File: config.mk
export PLATFORM = sky130hd
export DESIGN_NAME = conv_encoder_tx_flat
export DESIGN_NICKNAME = d
export VERILOG_FILES = /design/src/rtl/conv_encoder_tx_if.sv /design/src/rtl/conv_encoder_tx.sv /design/src/flat_wrapper.sv
export SDC_FILE = /design/constraint.sdc
export NUM_CORES = 1
export LEC_CHECK = 0
export BUFFER_PORTS_ARGS = -buffer_cell sky130_fd_sc_hd__buf_4
export CORE_MARGIN = 5
export CORE_UTILIZATION = 59
export CTS_BUF_LIST = sky130_fd_sc_hd__clkbuf_4 sky130_fd_sc_hd__clkbuf_8
export DETAILED_ROUTE_END_ITERATION = 16
export PLACE_DENSITY = 0.8
export REMOVE_ABC_BUFFERS = 1
export SLEW_MARGIN = 0
export SYNTH_ARGS = -nofsm -noshare
export SYNTH_HDL_FRONTEND = slang
export SYNTH_SLANG_ARGS = --single-unit
File: constraint.sdc
create_clock -name clk -period 3.4 [get_ports clk]
set_input_delay 0 -clock clk [delete_from_list [all_inputs] [get_ports clk]]
set_output_delay 0 -clock clk [all_outputs]
set_load 0.01 [all_outputs]
File: src/rtl/conv_encoder_tx_if.sv
// Symbol-stream interface for conv_encoder_tx: frame request, channel mask,
// per-symbol valid/ready handshake and frame completion reporting.
interface conv_encoder_tx_if #(
  parameter int SEQ_LEN = 5
);
  logic                   start;
  logic [SEQ_LEN-1:0]     msg;
  logic [2*SEQ_LEN-1:0]   err_mask;
  logic                   sym_ready;
  logic [1:0]             sym_out;
  logic                   sym_valid;
  logic [2*SEQ_LEN-1:0]   clean_codeword;
  logic                   busy;
  logic                   frame_done;

  modport master (
    output start, msg, err_mask, sym_ready,
    input  sym_out, sym_valid, clean_codeword, busy, frame_done
  );

  modport slave (
    input  start, msg, err_mask, sym_ready,
    output sym_out, sym_valid, clean_codeword, busy, frame_done
  );
endinterface

File: src/rtl/conv_encoder_tx.sv
// Rate-1/2 K=3 convolutional encoder (G1=111, G2=101) streaming one masked
// symbol per transfer; reports the unmasked codeword when the frame completes.
module conv_encoder_tx #(
  parameter int SEQ_LEN = 5
) (
  input  logic             clk,
  input  logic             rst_n,
  conv_encoder_tx_if.slave bus
);
  localparam int W = 2 * SEQ_LEN;

  typedef enum logic [1:0] {
    IDLE = 2'd0,
    SEND = 2'd1,
    FIN  = 2'd2
  } state_t;

  state_t               state, state_nxt;
  logic [1:0]           s;
  logic [3:0]           t;
  logic [3:0]           slot;
  logic [SEQ_LEN-1:0]   msg_sh;
  logic [W-1:0]         mask_sh;
  logic [W-1:0]         shadow, shadow_nxt;
  logic [W-1:0]         clean_q;
  logic                 b;
  logic [1:0]           enc;
  logic                 xfer;
  logic                 last;

  // msg and mask are latched as shift registers so the current bit/slice
  // always sits at the MSB end instead of being indexed by t.
  always_comb begin
    b          = msg_sh[SEQ_LEN-1];
    enc        = {b ^ s[1] ^ s[0], b ^ s[0]};
    xfer       = (state == SEND) && bus.sym_ready;
    last       = (t == 4'(SEQ_LEN - 1));
    slot       = 4'(SEQ_LEN - 1) - t;
    shadow_nxt = shadow;
    shadow_nxt[{slot, 1'b0} +: 2] = enc;
  end

  always_ff @(posedge clk or negedge rst_n) begin
    if (!rst_n) state <= IDLE;
    else        state <= state_nxt;
  end

  always_comb begin
    state_nxt = state;
    case (state)
      IDLE:    if (bus.start) state_nxt = SEND;
      SEND:    if (xfer && last) state_nxt = FIN;
      FIN:     state_nxt = IDLE;
      default: state_nxt = IDLE;
    endcase
  end

  // clean_codeword is loaded on the final transfer so it is already valid
  // during the FIN cycle alongside frame_done.
  always_ff @(posedge clk or negedge rst_n) begin
    if (!rst_n) begin
      s       <= '0;
      t       <= '0;
      msg_sh  <= '0;
      mask_sh <= '0;
      shadow  <= '0;
      clean_q <= '0;
    end else begin
      case (state)
        IDLE: begin
          if (bus.start) begin
            msg_sh  <= bus.msg;
            mask_sh <= bus.err_mask;
            s       <= '0;
            t       <= '0;
          end
        end
        SEND: begin
          if (xfer) begin
            s       <= {b, s[1]};
            t       <= t + 4'd1;
            msg_sh  <= msg_sh << 1;
            mask_sh <= mask_sh << 2;
            shadow  <= shadow_nxt;
            if (last) clean_q <= shadow_nxt;
          end
        end
        default: ;
      endcase
    end
  end

  always_comb begin
    bus.sym_valid  = (state == SEND);
    bus.sym_out    = (state == SEND) ? (enc ^ mask_sh[W-1 -: 2]) : 2'b00;
    bus.busy       = (state != IDLE);
    bus.frame_done = (state == FIN);
  end

  assign bus.clean_codeword = clean_q;

endmodule

File: src/flat_wrapper.sv
// flat-port wrapper written by rule: the top's interface ports become plain ports
module conv_encoder_tx_flat 
#(
  parameter int SEQ_LEN = 5
)
  (clk, rst_n, bus_start, bus_msg, bus_err_mask, bus_sym_ready, bus_sym_out, bus_sym_valid, bus_clean_codeword, bus_busy, bus_frame_done);
  conv_encoder_tx_if #(.SEQ_LEN(SEQ_LEN)) bus_i ();
  input  logic clk;
  input  logic rst_n;
  input wire logic [$bits(bus_i.start)-1:0] bus_start;
  input wire logic [$bits(bus_i.msg)-1:0] bus_msg;
  input wire logic [$bits(bus_i.err_mask)-1:0] bus_err_mask;
  input wire logic [$bits(bus_i.sym_ready)-1:0] bus_sym_ready;
  output wire logic [$bits(bus_i.sym_out)-1:0] bus_sym_out;
  output wire logic [$bits(bus_i.sym_valid)-1:0] bus_sym_valid;
  output wire logic [$bits(bus_i.clean_codeword)-1:0] bus_clean_codeword;
  output wire logic [$bits(bus_i.busy)-1:0] bus_busy;
  output wire logic [$bits(bus_i.frame_done)-1:0] bus_frame_done;
  assign bus_i.start = bus_start;
  assign bus_i.msg = bus_msg;
  assign bus_i.err_mask = bus_err_mask;
  assign bus_i.sym_ready = bus_sym_ready;
  assign bus_sym_out = bus_i.sym_out;
  assign bus_sym_valid = bus_i.sym_valid;
  assign bus_clean_codeword = bus_i.clean_codeword;
  assign bus_busy = bus_i.busy;
  assign bus_frame_done = bus_i.frame_done;
  conv_encoder_tx #(.SEQ_LEN(SEQ_LEN)) u_core (.clk(clk), .rst_n(rst_n), .bus(bus_i));
endmodule
==> impl_metrics.tcl <==
set metrics [dict create \
    wl_per_cell_um 16.8 \
    synth.distinct_cells 50 \
    use_met2 0.334 \
    slew_violations 0 \
    status "finished clean" \
    io_pins 34 \
    core_um2 3910 \
    clk_latency_ns 0.30 \
    place_inst 267 \
    ys_ff_latch 43 \
    die_y_um 73.1 \
    area_growth_pct 14.4 \
    critPathMaxFanout 13 \
    grt_overflow 0 \
    chipWidth_um 73.1 \
    cts_setup_buffers 0 \
    layout.cells.non_filler 276 \
    fin_crit_sh 0.731 \
    rows 23 \
    synthesis.area_um2 2350 \
    fin_crit_ns 2.49 \
    crit_chain "inv_1 -> ha_1 -> or4bb_1 -> or3_1 -> a31oi_2" \
    portBuffers 33 \
    final_layout_size_suffix_gt1_frac 0.283 \
    cts_sinks 43 \
    cp_slowest_stage_delay_ns 0.60 \
    grt_pass1_wl_mm 7.98 \
    synth-async-reset-ratio 1.00 \
    power.density_nw_per_um2 857 \
    total_leakage_power_nw 1.30 \
    worstPathArrival_ns 2.70 \
    ys_seq_area_frac 0.459 \
    ant_nets 0 \
    drtIter0Drc 73 \
    preCtsSetupSlack_ns 0.973 \
    dpl.hpwl_mm 3.37 \
    htree_levels 2 \
    avgSynthCellArea_um2 11.9 \
    rsz0062_at_grt "false" \
    wl_mm 4.63 \
    fin_ws_ns 0.914 \
    die-area_um2 5340 \
    clock.fmax_ghz 0.402 \
    cp_slowest_cell "or4bb_1" \
    required_ns 3.61 \
    final.setup.tns_ns 0 \
    gr-usage-all-layers 0.193 \
    path_class "register to register" \
    critPathCaptureType "register" \
    gr-max-usage-layer "met2" \
    grt_pass1_vias 1695 \
    setup_viol 0 \
    grt_start_max_net_pins 44 \
    place_area_um2 2570 \
    worst_hold_path_type "input port to register" \
    cts-root-buf "clkbuf_8" \
    cts_tree "built" \
    grtUsageMet3 0.0496 \
    most-common-layout-cells "dfrtp_1 (43), buf_4 (33), mux2_1 (27)" \
    cts_buffers 5 \
    initial_core_util 0.599 \
    final_common_cell "dfrtp_1" \
    synth_ff_type "dfrtp_1" \
    vdd_drop_max_mv 0.441 \
    slew_headroom 0.408 \
    clock_path_buffers 2 \
    via_per_inst 5.87 \
    synth_cells 197 \
    drc 0 \
    worstSetupStartpointType "register" \
    max_slew.worst_pin.slew_ns 0.885 \
    synth_edf_count 0 \
    grt_use_met1 0.232 \
    via_count 1619 \
    skew_ns 0.00912 \
    nets 248 \
    stdcell_area_um2 2680 \
    n_antenna_cell 0 \
    routabilityCongestion 0.892 \
    timing.max_cap.violations 0 \
    post_cts_resized 0 \
    clkTransAtPathRegs_ns 0.08 \
    antenna_found_initial 0 \
    finalHoldViolations 0 \
    ys_warn_count 0 \
    drt_pass1_iterations 4 \
]
[cells in the mapped netlist (all sizes together) (3+ instances only)]
cell type	number	area, um^2
dfrtp	43	1080
mux2	39	439
o21ai	8	40.0
buf	7	43.8
nand2	7	33.8
a21oi	6	30.0
clkbuf	6	42.5
inv	6	25.0
nor2b	6	37.5
nor4	6	62.6
nor2	5	18.8
ha	4	50.1
o31ai	4	30.0
or3	4	25.0
xnor2	4	35.0
mux2i	3	30.0
nand2b	3	18.8
nand3	3	15.0
nor3	3	15.0
o2bb2ai	3	26.3
xor2	3	26.3
[cell families (layout without fill, tap and decap cells)]
family | Yosys count | count (layout) | synth area share
XOR/XNOR | 8 | 8 | 0.0363
buffers and inverters | 19 | 48 | 0.0475
adder cells (fa/ha/maj) | 4 | 4 | 0.0213
flip-flops | 43 | 43 | 0.459
AO/OA/AOI/OAI | 34 | 34 | 0.100
multiplexers | 42 | 42 | 0.200
AND/OR/NAND/NOR | 47 | 47 | 0.136
[area by class of cell]
type / count / area, um^2
Inverter: 6 / 25.0
Tap cell: 50 / 62.6
Fill cell: 309 / 1230
Multi-Input combinational cell: 135 / 1160
Timing Repair Buffer: 34 / 258
Clock buffer: 8 / 104
Sequential cell: 43 / 1080
[power by group]
part	total (mW)	internal, mW	switching [mW]
combinational	1.05	0.518	0.534
clock	0.360	0.193	0.166
sequential	0.888	0.698	0.190
total	2.30	1.41	0.890
[per-stage QoR]
step           total power, mW  hold WS [ns]  utilization
2_1_floorplan             1.58        -0.296            -
3_5_place_dp              1.94        0.0170        0.657
5_1_grt                   2.46        0.0205        0.686
4_1_cts                   2.31        0.0108        0.686
6_report                  2.30        0.0154        0.686
3_3_place_gp              1.88        0.0110        0.657
[flip-flops by register name (all words and copies together) (netlist names)]
register,count
u_core.state,2
u_core.t,4
u_core.shadow,10
u_core.s,2
u_core.bus.clean_codeword,10
u_core.msg_sh,5
u_core.mask_sh,10
[per-layer routing]
layer / vias up / wire (um)
li1: 767 / -
met1: 788 / 1910
met2: 54 / 2390
met3: 10 / 243
met4: 0 / 81
met5: - / 0
[worst paths after layout]
| kind | to | startpoint | depth (start not counted) | slack, ns |
|---|---|---|---|---|
| max | u_core.bus.clean_codeword[1]$_DFFE_PN0P_ | u_core.t[0]$_DFFE_PN0P_ | 5 | 0.91 |
| min | u_core.mask_sh[0]$_DFFE_PN0P_ | bus_err_mask[0] | 3 | 0.02 |
| max reg2reg | u_core.bus.clean_codeword[1]$_DFFE_PN0P_ | u_core.t[0]$_DFFE_PN0P_ | 5 | 0.91 |
| min reg2reg | u_core.shadow[5]$_DFFE_PN0P_ | u_core.shadow[5]$_DFFE_PN0P_ | 1 | 0.48 |
| max in group asynchronous | u_core.bus.clean_codeword[9]$_DFFE_PN0P_ | rst_n | 2 | 2.81 |
| min in group asynchronous | u_core.bus.clean_codeword[2]$_DFFE_PN0P_ | rst_n | 2 | 0.23 |
[repair_timing]
item | CTS | global route
hold buffers | 1 | 0
setup endpoints to repair | 0 | 0
hold endpoints to repair | 43 | 0
[worst max-delay path, delay by kind of cell, from the launching register on]
kind                       cells  cell delay, ns
adders and majority gates      1            0.48
AOI/OAI and AO/OA              1            0.19
and+or+nand+nor                2            0.96
buffers and inverters          1            0.19
DFF                            1            0.59
Note: power is estimated with default switching activity, not from simulation.
